`config.mk`:
```
export PLATFORM = sky130hd
export DESIGN_NAME = io_uart_tx64_flat
export DESIGN_NICKNAME = d
export VERILOG_FILES = /design/src/rtl/io_uart_pkg.sv /design/src/rtl/io_uart_tx64_if.sv /design/src/rtl/io_fifo64.sv /design/src/rtl/io_uart_tx64.sv /design/src/flat_wrapper.sv
export SDC_FILE = /design/constraint.sdc
export NUM_CORES = 1
export LEC_CHECK = 0
export ABC_AREA = 1
export BUFFER_PORTS_ARGS = -buffer_cell sky130_fd_sc_hd__buf_2
export CAP_MARGIN = 0
export CORE_AREA = 2 2 167 153
export CTS_CLUSTER_DIAMETER = 120
export DETAILED_ROUTE_END_ITERATION = 10
export DIE_AREA = 0 0 169 155
export HOLD_SLACK_MARGIN = 0.1
export PLACE_DENSITY = 0.8
export REMOVE_ABC_BUFFERS = 1
export SLEW_MARGIN = 20
export SYNTH_ARGS = -nofsm -noshare
export SYNTH_HDL_FRONTEND = slang
export SYNTH_SLANG_ARGS = --single-unit
```
`constraint.sdc`:
```
create_clock -name clk -period 8 [get_ports clk]
set_input_delay 0.8 -clock clk [delete_from_list [all_inputs] [get_ports clk]]
set_output_delay 0.8 -clock clk [all_outputs]
set_load 0.005 [all_outputs]
```
`src/rtl/io_uart_pkg.sv`:
```
// Shared types and constants for the 64-bit UART transmit path.
package io_uart_pkg;

  typedef enum logic [1:0] {IDLE, START, DATA, STOP} state_t;

  localparam int BYTES_PER_WORD = 8;
  localparam int DATA_BITS      = 8;

  function automatic int level_w(input int depth);
    return $clog2(depth) + 1;
  endfunction

endpackage

```
`src/rtl/io_uart_tx64_if.sv`:
```
// CPU store port and UART status/line signals bundled for io_uart_tx64.
interface io_uart_tx64_if #(
  parameter int FIFO_DEPTH = 4
) ();
  localparam int LW = io_uart_pkg::level_w(FIFO_DEPTH);

  logic          io_write;
  logic [63:0]   io_data;
  logic          tx;
  logic          busy;
  logic          full;
  logic          overflow;
  logic [LW-1:0] level;

  modport master (
    output io_write, io_data,
    input  tx, busy, full, overflow, level
  );

  modport slave (
    input  io_write, io_data,
    output tx, busy, full, overflow, level
  );
endinterface

```
`src/rtl/io_fifo64.sv`:
```
// Synchronous word FIFO; pointers carry an extra wrap bit so full and empty are distinguishable.
module io_fifo64
  import io_uart_pkg::*;
#(
  parameter int DEPTH  = 4,
  parameter int DATA_W = 64,
  localparam int AW    = $clog2(DEPTH),
  localparam int LW    = level_w(DEPTH)
) (
  input  logic              clk,
  input  logic              rst,
  input  logic              push,
  input  logic              pop,
  input  logic [DATA_W-1:0] wdata,
  output logic [DATA_W-1:0] rdata,
  output logic [LW-1:0]     level,
  output logic              full,
  output logic              empty
);

  localparam logic [AW:0] PTR_ONE = (AW + 1)'(1);

  logic [AW:0]       wr_ptr;
  logic [AW:0]       rd_ptr;
  logic [DATA_W-1:0] mem [DEPTH];

  always_ff @(posedge clk or posedge rst) begin
    if (rst) begin
      wr_ptr <= '0;
      rd_ptr <= '0;
    end else begin
      if (push) wr_ptr <= wr_ptr + PTR_ONE;
      if (pop)  rd_ptr <= rd_ptr + PTR_ONE;
    end
  end

  always_ff @(posedge clk) begin
    if (push) mem[wr_ptr[AW-1:0]] <= wdata;
  end

  assign rdata = mem[rd_ptr[AW-1:0]];
  assign level = wr_ptr - rd_ptr;
  assign full  = (level == LW'(DEPTH));
  assign empty = (level == '0);

endmodule

```
`src/rtl/io_uart_tx64.sv`:
```
// Buffers 64-bit CPU stores and serializes each as eight back-to-back 8N1 frames, LSB byte first.
module io_uart_tx64
  import io_uart_pkg::*;
#(
  parameter int CLKS_PER_BIT = 16,
  parameter int FIFO_DEPTH   = 4
) (
  input logic           clk,
  input logic           rst,
  io_uart_tx64_if.slave bus
);

  localparam int LW = level_w(FIFO_DEPTH);
  localparam int BW = $clog2(CLKS_PER_BIT);
  localparam logic [BW-1:0] BAUD_LAST = BW'(CLKS_PER_BIT - 1);
  localparam logic [2:0]    BIT_LAST  = 3'(DATA_BITS - 1);
  localparam logic [2:0]    BYTE_LAST = 3'(BYTES_PER_WORD - 1);

  state_t        state, state_n;
  logic [BW-1:0] baud_cnt, baud_n;
  logic [2:0]    bit_cnt, bit_n;
  logic [2:0]    byte_cnt, byte_n;
  logic [63:0]   shreg, shreg_n;
  logic          baud_done;
  logic          tx, tx_d;
  logic          busy, busy_d;
  logic          overflow;

  logic          pop;
  logic          push_ok;
  logic          drop;
  logic [63:0]   head;
  logic [LW-1:0] level;
  logic          full;
  logic          empty;

  io_fifo64 #(
    .DEPTH  (FIFO_DEPTH),
    .DATA_W (64)
  ) u_fifo (
    .clk   (clk),
    .rst   (rst),
    .push  (push_ok),
    .pop   (pop),
    .wdata (bus.io_data),
    .rdata (head),
    .level (level),
    .full  (full),
    .empty (empty)
  );

  // A pop on the same edge frees a slot, so a store into a full FIFO still lands.
  assign push_ok = bus.io_write && (!full || pop);
  assign drop    = bus.io_write && full && !pop;

  always_comb begin
    state_n   = state;
    baud_n    = baud_cnt;
    bit_n     = bit_cnt;
    byte_n    = byte_cnt;
    shreg_n   = shreg;
    pop       = 1'b0;
    baud_done = (baud_cnt == BAUD_LAST);
    if (state != IDLE) baud_n = baud_done ? '0 : baud_cnt + BW'(1);

    unique case (state)
      IDLE: begin
        if (!empty) begin
          pop     = 1'b1;
          shreg_n = head;
          byte_n  = '0;
          baud_n  = '0;
          state_n = START;
        end
      end
      START: begin
        if (baud_done) begin
          bit_n   = '0;
          state_n = DATA;
        end
      end
      DATA: begin
        if (baud_done) begin
          shreg_n = shreg >> 1;
          if (bit_cnt == BIT_LAST) state_n = STOP;
          else                     bit_n   = bit_cnt + 3'd1;
        end
      end
      STOP: begin
        if (baud_done) begin
          if (byte_cnt != BYTE_LAST) begin
            byte_n  = byte_cnt + 3'd1;
            state_n = START;
          end else if (!empty) begin
            // Chain straight into the next word without an idle cycle.
            pop     = 1'b1;
            shreg_n = head;
            byte_n  = '0;
            state_n = START;
          end else begin
            state_n = IDLE;
          end
        end
      end
      default: state_n = IDLE;
    endcase

    unique case (state_n)
      START:   tx_d = 1'b0;
      DATA:    tx_d = shreg_n[0];
      default: tx_d = 1'b1;
    endcase
  end

  // busy looks ahead one edge so it tracks the registered FSM state and FIFO level.
  assign busy_d = (state_n != IDLE) || push_ok || (level > LW'(1)) || (!empty && !pop);

  always_ff @(posedge clk or posedge rst) begin
    if (rst) begin
      state    <= IDLE;
      baud_cnt <= '0;
      bit_cnt  <= '0;
      byte_cnt <= '0;
      tx       <= 1'b1;
      busy     <= 1'b0;
      overflow <= 1'b0;
    end else begin
      state    <= state_n;
      baud_cnt <= baud_n;
      bit_cnt  <= bit_n;
      byte_cnt <= byte_n;
      tx       <= tx_d;
      busy     <= busy_d;
      overflow <= overflow | drop;
    end
  end

  always_ff @(posedge clk) begin
    shreg <= shreg_n;
  end

  assign bus.tx       = tx;
  assign bus.busy     = busy;
  assign bus.full     = full;
  assign bus.overflow = overflow;
  assign bus.level    = level;

endmodule

```
`src/flat_wrapper.sv`:
```
// flat-port wrapper written by rule: the top's interface ports become plain ports
module io_uart_tx64_flat import io_uart_pkg::*;
#(
  parameter int CLKS_PER_BIT = 16,
  parameter int FIFO_DEPTH   = 4
)
  (clk, rst, bus_io_write, bus_io_data, bus_tx, bus_busy, bus_full, bus_overflow, bus_level);
  io_uart_tx64_if #(.FIFO_DEPTH(FIFO_DEPTH)) bus_i ();
  input logic clk;
  input logic rst;
  input wire logic [$bits(bus_i.io_write)-1:0] bus_io_write;
  input wire logic [$bits(bus_i.io_data)-1:0] bus_io_data;
  output wire logic [$bits(bus_i.tx)-1:0] bus_tx;
  output wire logic [$bits(bus_i.busy)-1:0] bus_busy;
  output wire logic [$bits(bus_i.full)-1:0] bus_full;
  output wire logic [$bits(bus_i.overflow)-1:0] bus_overflow;
  output wire logic [$bits(bus_i.level)-1:0] bus_level;
  assign bus_i.io_write = bus_io_write;
  assign bus_i.io_data = bus_io_data;
  assign bus_tx = bus_i.tx;
  assign bus_busy = bus_i.busy;
  assign bus_full = bus_i.full;
  assign bus_overflow = bus_i.overflow;
  assign bus_level = bus_i.level;
  io_uart_tx64 #(.CLKS_PER_BIT(CLKS_PER_BIT), .FIFO_DEPTH(FIFO_DEPTH)) u_core (.clk(clk), .rst(rst), .bus(bus_i));
endmodule
```
==> impl_metrics.env <==
export IMPL_status="complete, no violations"
export IMPL_worstPathRequired_ns=8.15
export IMPL_synth_distinct_cells=41
export IMPL_cts_path_max_buffers=3
export IMPL_drtPass1Iterations=5
export IMPL_clk_pin_slew_worst_paths_ns=0.06
export IMPL_wl_per_cell_um=18.31
export IMPL_viasPerCell=5.862
export IMPL_dp_cells=1596
export IMPL_yosys_most_used_dff="edfxtp_1"
export IMPL_rr_worst_depth=10
export IMPL_antenna_found_initial=0
export IMPL_synth_edf_count=319
export IMPL_fin_crit_ns=4.302
export IMPL_peakVddDrop_uv=199.4
export IMPL_final_nets=1406
export IMPL_grt_pass1_wl_mm=48.77
export IMPL_setup_viol=0
export IMPL_die_w_um=169
export IMPL_htree_levels=2
export IMPL_yosys_area_top_type="edfxtp_1"
export IMPL_cp_arrival_ns=4.46
export IMPL_start_kind="flip-flop"
export IMPL_rows=55
export IMPL_die_area_um2=26200
export IMPL_post_place_ws_ns=3.595
export IMPL_synth_most_common_cell="edfxtp_1"
export IMPL_r2r_start="u_core.u_fifo.rd_ptr[0]"
export IMPL_area_delta_synth_final_pct=11.40
export IMPL_maxCapViolCount=0
export IMPL_synth_cells=1273
export IMPL_tightestPinTransition_ns=1.042
export IMPL_fmax_mhz=232.5
export IMPL_synth_common_cells="edfxtp_1, nand2_1, nor2_1, o21ai_0, a21oi_1"
export IMPL_rsz0062_at_grt="false"
export IMPL_r2r_end="u_core.u_fifo.mem[2][11]"
export IMPL_synth_top_cell_area_share=0.6638
export IMPL_final_cell_count_no_fill=1660
export IMPL_io_buffers=73
export IMPL_initial_core_util=0.5858
export IMPL_cts_sinks=341
export IMPL_syn_area_um2=14430
export IMPL_maxSlewViolCount=0
export IMPL_min_period_over_period=0.5377
export IMPL_leakage_nw=5.805
export IMPL_grt_pass1_vias=9652
export IMPL_cts_tree="built"
export IMPL_grt_max_degree=107
export IMPL_worstPathMaxFanout=70
export IMPL_diodes=0
export IMPL_synth_area_per_cell_um2=11.34
export IMPL_dp_hpwl_mm=16.72
export IMPL_cts_root_buf="clkbuf_16"
export IMPL_postCtsHoldBufs=0
export IMPL_worstSetupEndpointType="flip-flop"
export IMPL_drive_gt1_frac=0.1173
export IMPL_synthTopCellsByArea="edfxtp_1, nand2_1, o21ai_0"
export IMPL_yosys_register_bits=341
export IMPL_gp_congestion=0.8266
export IMPL_post_route_util=0.6526
export IMPL_vias=9731
export IMPL_async_flop_share=0.06158
export IMPL_drc_errors=0
export IMPL_cts_made_buffers=35
export IMPL_ctsResizeCount=0
export IMPL_antenna_left=0
export IMPL_drt_iter0_markers=1035
export IMPL_hp_class="primary input to asynchronous set/reset pin"
export IMPL_final_setup_tns_ns=0
export IMPL_wirelength_mm=30.39
export IMPL_track_usage=0.2353
export IMPL_worstSetupPathType="flip-flop to flip-flop"
export IMPL_synth_warnings=0
export IMPL_postCtsSetupRepairBufs=0
export IMPL_grt_overflow=0
export IMPL_relSlewSlack=0.3040
export IMPL_die_h_um=155
export IMPL_io_pins=74
export IMPL_fin_skew_ns=0.01473
export IMPL_core_um2=24640
export IMPL_finalHoldViolCount=0
export IMPL_p_per_area_nw_per_um2=276.1
export IMPL_setup_ws_ns=3.698
export IMPL_worstSkewPairLatency_ns=0.52
export IMPL_ff2ff_setup_slack_ns=3.70
export IMPL_synth_seq_area_share=0.7017
## flip-flops by register name, indices dropped and copies added (netlist names)
name	flops
u_core.state	2
u_core.u_fifo.mem	256
u_core.bus.busy	1
u_core.bus.overflow	1
u_core.shreg	64
u_core.u_fifo.rd_ptr	3
u_core.u_fifo.wr_ptr	3
u_core.bus.tx	1
u_core.byte_cnt	3
u_core.baud_cnt	4
u_core.bit_cnt	3
## cell families after synthesis
group	share of synthesized area
XOR/XNOR	0.001821
AND/OR/NAND/NOR	0.1424
AO/OA/AOI/OAI	0.1056
buffers and inverters	0.03321
adder cells (fa/ha/maj)	0.01526
flip-flops	0.7017
## through the flow
step / total power [W] / hold slack [ns] / instance area (µm²)
floorplan: 0.002720 / 0.4227 / 14070
global placement: 0.002912 / 0.4384 / 14960
detailed placement: 0.002941 / 0.4449 / 14960
CTS: 0.004444 / 0.4656 / 16020
global route: 0.004609 / 0.4894 / 16080
finish: 0.004438 / 0.4549 / 16080
## worst max path at each step
stage | from | end
floorplan | u_core.u_fifo.rd_ptr[0] | u_core.u_fifo.mem[0][0]
global placement | u_core.u_fifo.rd_ptr[0] | u_core.u_fifo.mem[0][10]
detailed placement | u_core.u_fifo.rd_ptr[0] | u_core.u_fifo.mem[0][45]
CTS | u_core.u_fifo.rd_ptr[0] | u_core.u_fifo.mem[0][9]
global route | u_core.u_fifo.rd_ptr[0] | u_core.u_fifo.mem[1][6]
finish | u_core.u_fifo.rd_ptr[0] | u_core.u_fifo.mem[2][11]
## cells in the final DEF (no fill, tap or decap), drive strengths merged
master and instances:
nand2 267, edfxtp 319, dfstp 1, bufinv 1, xor2 3, dfxtp 1
a22oi 1, clkbuf 40, o22ai 1, o2111a 1, a21oi 129, nand4 2
nor2 181, nand3 57, dfrtp 20, clkinv 20, or2 1, nand3b 1
a32o 2, buf 88, fa 1, a31o 1, o211ai 3, a211oi 1
o21a 1, o21ai 154, ha 16, clkinvlp 2, and3 2, inv 30
## power breakdown
group | total (W) | leakage (nW) | switching (W) | internal, W
logic | 0.000596 | 2.09 | 0.000453 | 0.000143
registers | 0.00233 | 3.19 | 0.0000646 | 0.00226
clock network | 0.00152 | 0.517 | 0.000658 | 0.000857
## layout make-up
cell class | instances | area [µm²]
Multi-Input combinational cell | 825 | 3856
Tap cell | 313 | 391.6
Clock inverter | 22 | 146.4
Sequential cell | 341 | 10130
Clock buffer | 40 | 915.9
Fill cell | 1790 | 8559
Inverter | 31 | 117.6
Timing Repair Buffer | 88 | 518.0
## worst max-delay path: stages, from the launching register on
cell,delay [ns]
dfrtp_4,0.93
ha_1,0.29
fa_1,0.45
nand2_1,0.11
inv_1,0.08
nand3_4,0.28
nand2_2,0.15
nand2_2,0.10
nand2_4,0.12
nor2_4,0.80
buf_4,0.57
## per-layer routing
| layer | vias up | track usage | part of all wire |
|---|---|---|---|
| met4 | 0 | 0.08669 | 0.027 |
| met3 | 62 | 0.03231 | 0.070 |
| li1 | 4569 | - | - |
| met2 | 418 | 0.3925 | 0.49 |
| met5 | - | 0 | 0 |
| met1 | 4682 | 0.3212 | 0.41 |
Note: power is estimated with default switching activity, not from simulation.
